==> config.mk <==
export PLATFORM = sky130hd
export DESIGN_NAME = id_ex_stage
export DESIGN_NICKNAME = d
export VERILOG_FILES = /design/src/rtl/id_ex_stage.sv
export SDC_FILE = /design/constraint.sdc
export NUM_CORES = 1
export LEC_CHECK = 0
export BUFFER_PORTS_ARGS = -buffer_cell sky130_fd_sc_hd__buf_2
export CAP_MARGIN = 0
export CORE_MARGIN = 2
export CORE_UTILIZATION = 24
export CTS_CLUSTER_DIAMETER = 200
export CTS_CLUSTER_SIZE = 10
export DETAILED_ROUTE_END_ITERATION = 10
export GPL_TIMING_DRIVEN = 0
export SYNTH_ARGS = -nofsm -noshare
export SYNTH_HDL_FRONTEND = slang
export SYNTH_SLANG_ARGS = --single-unit
==> constraint.sdc <==
create_clock -name clk -period 2.1 [get_ports clk]
set_input_delay 0.21 -clock clk [delete_from_list [all_inputs] [get_ports clk]]
set_output_delay 0.21 -clock clk [all_outputs]
set_load 0.01 [all_outputs]
==> src/rtl/id_ex_stage.sv <==
// ID/EX pipeline register with load-use hazard detection and decoder enable.
// Optional statistics counters are built when ID_EX_STATS_EN is defined.
module id_ex_stage #(
  parameter int DATA_W = 32,
  parameter int RA_W   = 5,
  parameter int CNT_W  = 16
) (
  input  logic                     clk,
  input  logic                     reset,
  input  logic                     stall,
  input  logic                     flush,
  input  logic [10:0]              id_ctrl,
  input  logic [5:0]               id_opcode,
  input  logic [5:0]               id_funct,
  input  logic [RA_W-1:0]          id_rs,
  input  logic [RA_W-1:0]          id_rt,
  input  logic [RA_W-1:0]          id_rd,
  input  logic [4:0]               id_shamt,
  input  logic signed [DATA_W-1:0] id_rdata1,
  input  logic signed [DATA_W-1:0] id_rdata2,
  input  logic signed [DATA_W-1:0] id_imm,
  input  logic [DATA_W-1:0]        id_pc4,
  output logic [10:0]              ex_ctrl,
  output logic [5:0]               ex_opcode,
  output logic [5:0]               ex_funct,
  output logic [RA_W-1:0]          ex_rs,
  output logic [RA_W-1:0]          ex_rt,
  output logic [RA_W-1:0]          ex_rd,
  output logic [4:0]               ex_shamt,
  output logic signed [DATA_W-1:0] ex_rdata1,
  output logic signed [DATA_W-1:0] ex_rdata2,
  output logic signed [DATA_W-1:0] ex_imm,
  output logic [DATA_W-1:0]        ex_pc4,
  output logic                     ex_valid,
  output logic                     load_use,
  output logic                     ctrl_enable,
  output logic [CNT_W-1:0]         stall_cnt,
  output logic [CNT_W-1:0]         bubble_cnt
);

  localparam int MEMREAD_BIT = 8;

  logic bubble;

  // Hazard is judged from the load already in EX against the operands now in ID.
  assign load_use    = ex_valid & ex_ctrl[MEMREAD_BIT] & (ex_rt != '0) &
                       ((ex_rt == id_rs) | (ex_rt == id_rt));
  assign ctrl_enable = ~load_use;
  assign bubble      = flush | load_use;

  // ---- ID -> EX boundary ----
  always_ff @(posedge clk) begin
    if (reset) begin
      ex_ctrl   <= '0;
      ex_opcode <= '0;
      ex_funct  <= '0;
      ex_rs     <= '0;
      ex_rt     <= '0;
      ex_rd     <= '0;
      ex_shamt  <= '0;
      ex_rdata1 <= '0;
      ex_rdata2 <= '0;
      ex_imm    <= '0;
      ex_pc4    <= '0;
      ex_valid  <= 1'b0;
    end else if (stall) begin
      ex_valid  <= ex_valid;
    end else if (bubble) begin
      ex_ctrl   <= '0;
      ex_opcode <= '0;
      ex_funct  <= '0;
      ex_rs     <= '0;
      ex_rt     <= '0;
      ex_rd     <= '0;
      ex_shamt  <= '0;
      ex_rdata1 <= '0;
      ex_rdata2 <= '0;
      ex_imm    <= '0;
      ex_pc4    <= '0;
      ex_valid  <= 1'b0;
    end else begin
      ex_ctrl   <= id_ctrl;
      ex_opcode <= id_opcode;
      ex_funct  <= id_funct;
      ex_rs     <= id_rs;
      ex_rt     <= id_rt;
      ex_rd     <= id_rd;
      ex_shamt  <= id_shamt;
      ex_rdata1 <= id_rdata1;
      ex_rdata2 <= id_rdata2;
      ex_imm    <= id_imm;
      ex_pc4    <= id_pc4;
      ex_valid  <= 1'b1;
    end
  end

`ifdef ID_EX_STATS_EN
  function automatic logic [CNT_W-1:0] sat_inc(input logic [CNT_W-1:0] v);
    return (&v) ? v : v + {{(CNT_W-1){1'b0}}, 1'b1};
  endfunction

  always_ff @(posedge clk) begin
    if (reset) begin
      stall_cnt  <= '0;
      bubble_cnt <= '0;
    end else if (stall) begin
      stall_cnt  <= sat_inc(stall_cnt);
    end else if (bubble) begin
      bubble_cnt <= sat_inc(bubble_cnt);
    end
  end
`else
  assign stall_cnt  = '0;
  assign bubble_cnt = '0;
`endif

endmodule
==> metrics <==
vias in the first global route=7396; num rows=63; pwr/cell area=792 mW/mm²; hold path depth=3; routed vias=8147; pre-CTS WS=-414 ps; Reg power frac=0.442; Post-DRT Antenna Nets=0; Worst-path clk slew=70 ps; Core ar.=0.0299 mm²; drt wl/cell=17.6 µm; Slew HR=0.449; Crit Path Class=reg2out; PnR worst setup slack=-78.4 ps; Area Growth Syn to Fin=43.1%; Final Max Slew Viols=0; violated checks=negative setup slack; largest net degree at the start of global routing=17; Psw=2.36 mW; skew final=13.0 ps; Total Power=8.30 mW; H-tree depth=4; Longest Clk Path Bufs=2; most frequent cells in the layout=351 x buf_2, 173 x nand2_1, 171 x a32oi_1, 171 x o21ai_1, 167 x dfxtp_1; status=complete, but fails checks; min Tclk post-route=2180 ps; Clk network pwr share=0.392; Worst Path Arrival=1970 ps; register area share after synthesis=0.470; area of the multi-input gates=0.00333 mm²; Reg area=0.00345 mm²; Mapped Avg Cell Area=8.75 µm²; Skew-Pair Late Insertion Delay=430 ps; hold path start=id_pc4[19]; crit share post-route=1.04; Yosys reg bits=172; Adder-Cell Fraction of Synth Area=0; initial cell density of the core=0.245; Max IR drop VDD=0.456 mV; initial antenna violation count=2; Hold WC Path Type=in2reg; CTS tree=built; area share of xor/xnor cells in the synthesized design=0.0120; Num CTS Buffers=17; startpoint types=flop; RSZ-0062 raised after global routing=yes; Sink Count=172; CP max FO=5; All-Layer GR Usage=0.173; Compound-Gate Fraction of Synth Area=0.326; WHS Endpoint=ex_pc4[19]$_SDFFE_PP0N_; total number of yosys warnings=0; Root Buffer=clkbuf_16; library cells used by synthesis=21; largest family of logic cells by synthesized area=compound AO/OA/AOI/OAI gates; switching share of total power=0.284; post-synthesis mux area share=0; TritonRoute pass-1 iters=5; FF-to-FF setup slack=20 ps; WL final=29000 µm; DRC=0; # port buffers=348; Max-Cap Viols=0; fillcell total=3165; Leakage=4.50 nW; starting DRC count in detailed routing=410; Final Setup Violations=2; most common cell after layout, fill and taps aside=buf_2; Worst R2R Start=ex_rt[0]$_SDFFE_PP0N_; Die H=179 µm; GP Congestion=0.832; DR vias/cell=4.93; share of post-route cells with drive strength above 1=0.361; GR Overflow Total=0; r2r endpoint=ex_shamt[1]$_SDFFE_PP0N_; Critical Path End Type=output port; combinational power share=0.165; simple-gate portion of the synthesized area=0.0952; hpwl dp=21500 µm; die area=0.0319 mm²; ant diodes=0; fmax=459 MHz; Internal=5.95 mW; Least-Margin Pin Slew=827 ps; Critical Path RT=1890 ps; endpoints failing hold=0; nets=1424; Synth Instances=837; Horiz. Die Dim=179 µm; Mapped Area=0.00732 mm²; R2R depth=7; # IOs=381; global-route wire length before repair=42300 µm
==> through the flow <==
stage | TNS, ps | instances | utilization | hold WS [ps] | instance area (µm²)
2_1_floorplan | 0 | 868 | - | 343 | 7440
3_3_place_gp | -44840 | 1606 | 0.324 | 449 | 9670
3_5_place_dp | -52280 | 1606 | 0.324 | 456 | 9670
4_1_cts | -177 | 1651 | 0.349 | 0.403 | 10400
5_1_grt | -1600 | 1652 | 0.351 | 2.27 | 10500
6_report | -140 | 1652 | 0.351 | 18.6 | 10500
==> worst max path at each step <==
stage	startpoint	endpoint	slack [ps]	depth (start not counted)
2_1_floorplan	ex_rt[0]$_SDFFE_PP0N_	ctrl_enable	350	5
3_3_place_gp	stall	ex_rs[2]$_SDFFE_PP0N_	-360	7
3_5_place_dp	stall	ex_rs[0]$_SDFFE_PP0N_	-410	7
4_1_cts	ex_rt[1]$_SDFFE_PP0N_	ctrl_enable	-100	5
5_1_grt	ex_rt[1]$_SDFFE_PP0N_	ctrl_enable	-150	5
6_report	ex_rt[0]$_SDFFE_PP0N_	ctrl_enable	-80	5
==> per-layer routing <==
metal | share of wire | track usage | vias up
met5 | 0 | 0 | -
met4 | 0.029 | 0.0708 | 0
met3 | 0.095 | 0.0598 | 44
met2 | 0.46 | 0.279 | 369
met1 | 0.41 | 0.210 | 3823
li1 | - | - | 3911
==> critical path: stages (launching register included) <==
cell	delay, ps
dfxtp_2	370
or4_4	570
o211ai_4	210
buf_6	160
nand2b_1	100
buf_2	130
==> cell type report <==
type / count / share of cell area
Multi-Input combinational cell: 569 / 0.318
Clock inverter: 9 / 0.0106
Tap cell: 390 / 0.0466
Clock buffer: 23 / 0.0456
Buffer: 126 / 0.0700
Sequential cell: 172 / 0.329
Timing Repair Buffer: 363 / 0.180
==> what timing repair did <==
action                     in CTS  in global routing
buffers inserted                2                  1
pin swaps                       1                  2
hold buffers                   12                  0
hold endpoints to repair       12                  0
gates cloned                    0                  0
setup endpoints to repair     157                158
resized for setup              13                 28
==> flip-flops by register name, summed over array words and instances, names as in the netlist <==
| register | cells |
|---|---|
| ex_shamt | 5 |
| ex_rdata2 | 32 |
| ex_pc4 | 32 |
| ex_imm | 32 |
| ex_rdata1 | 32 |
| ex_ctrl | 11 |
| ex_rd | 5 |
| ex_opcode | 6 |
| ex_valid | 1 |
| ex_funct | 6 |
| ex_rs | 5 |
| ex_rt | 5 |
==> power by group through the flow <==
stage | Combinational, mW | Sequential [mW] | Clock (mW)
6_report | 1.37 | 3.67 | 3.26
5_1_grt | 1.52 | 3.70 | 3.44
4_1_cts | 1.37 | 3.67 | 3.33
3_5_place_dp | 1.34 | 3.73 | 0
3_3_place_gp | 1.32 | 3.73 | 0
2_1_floorplan | 0.542 | 3.84 | 0
==> synthesized netlist by cell type (all sizes together) <==
cell type  instances  area, µm²
or4                1       7.51
nand2            173        649
nor2b              2       12.5
a22oi              1       7.51
o21ai            172        861
dfxtp            172       3440
nor3               1       5.00
conb               1       3.75
buf               60        454
or3                1       6.26
a32oi            171       1500
clkbuf            67        251
nand2b             1       6.26
o22ai              1       6.26
o211ai             1       12.5
nand3              2       10.0
xnor2             10       87.6
==> cells by family after synthesis <==
kind of cell,Yosys count
AND/OR/NAND/NOR,181
flip-flops,172
other,1
buffers and inverters,127
XOR/XNOR,10
AO/OA/AOI/OAI,346
Note: power is estimated with default switching activity, not from simulation.
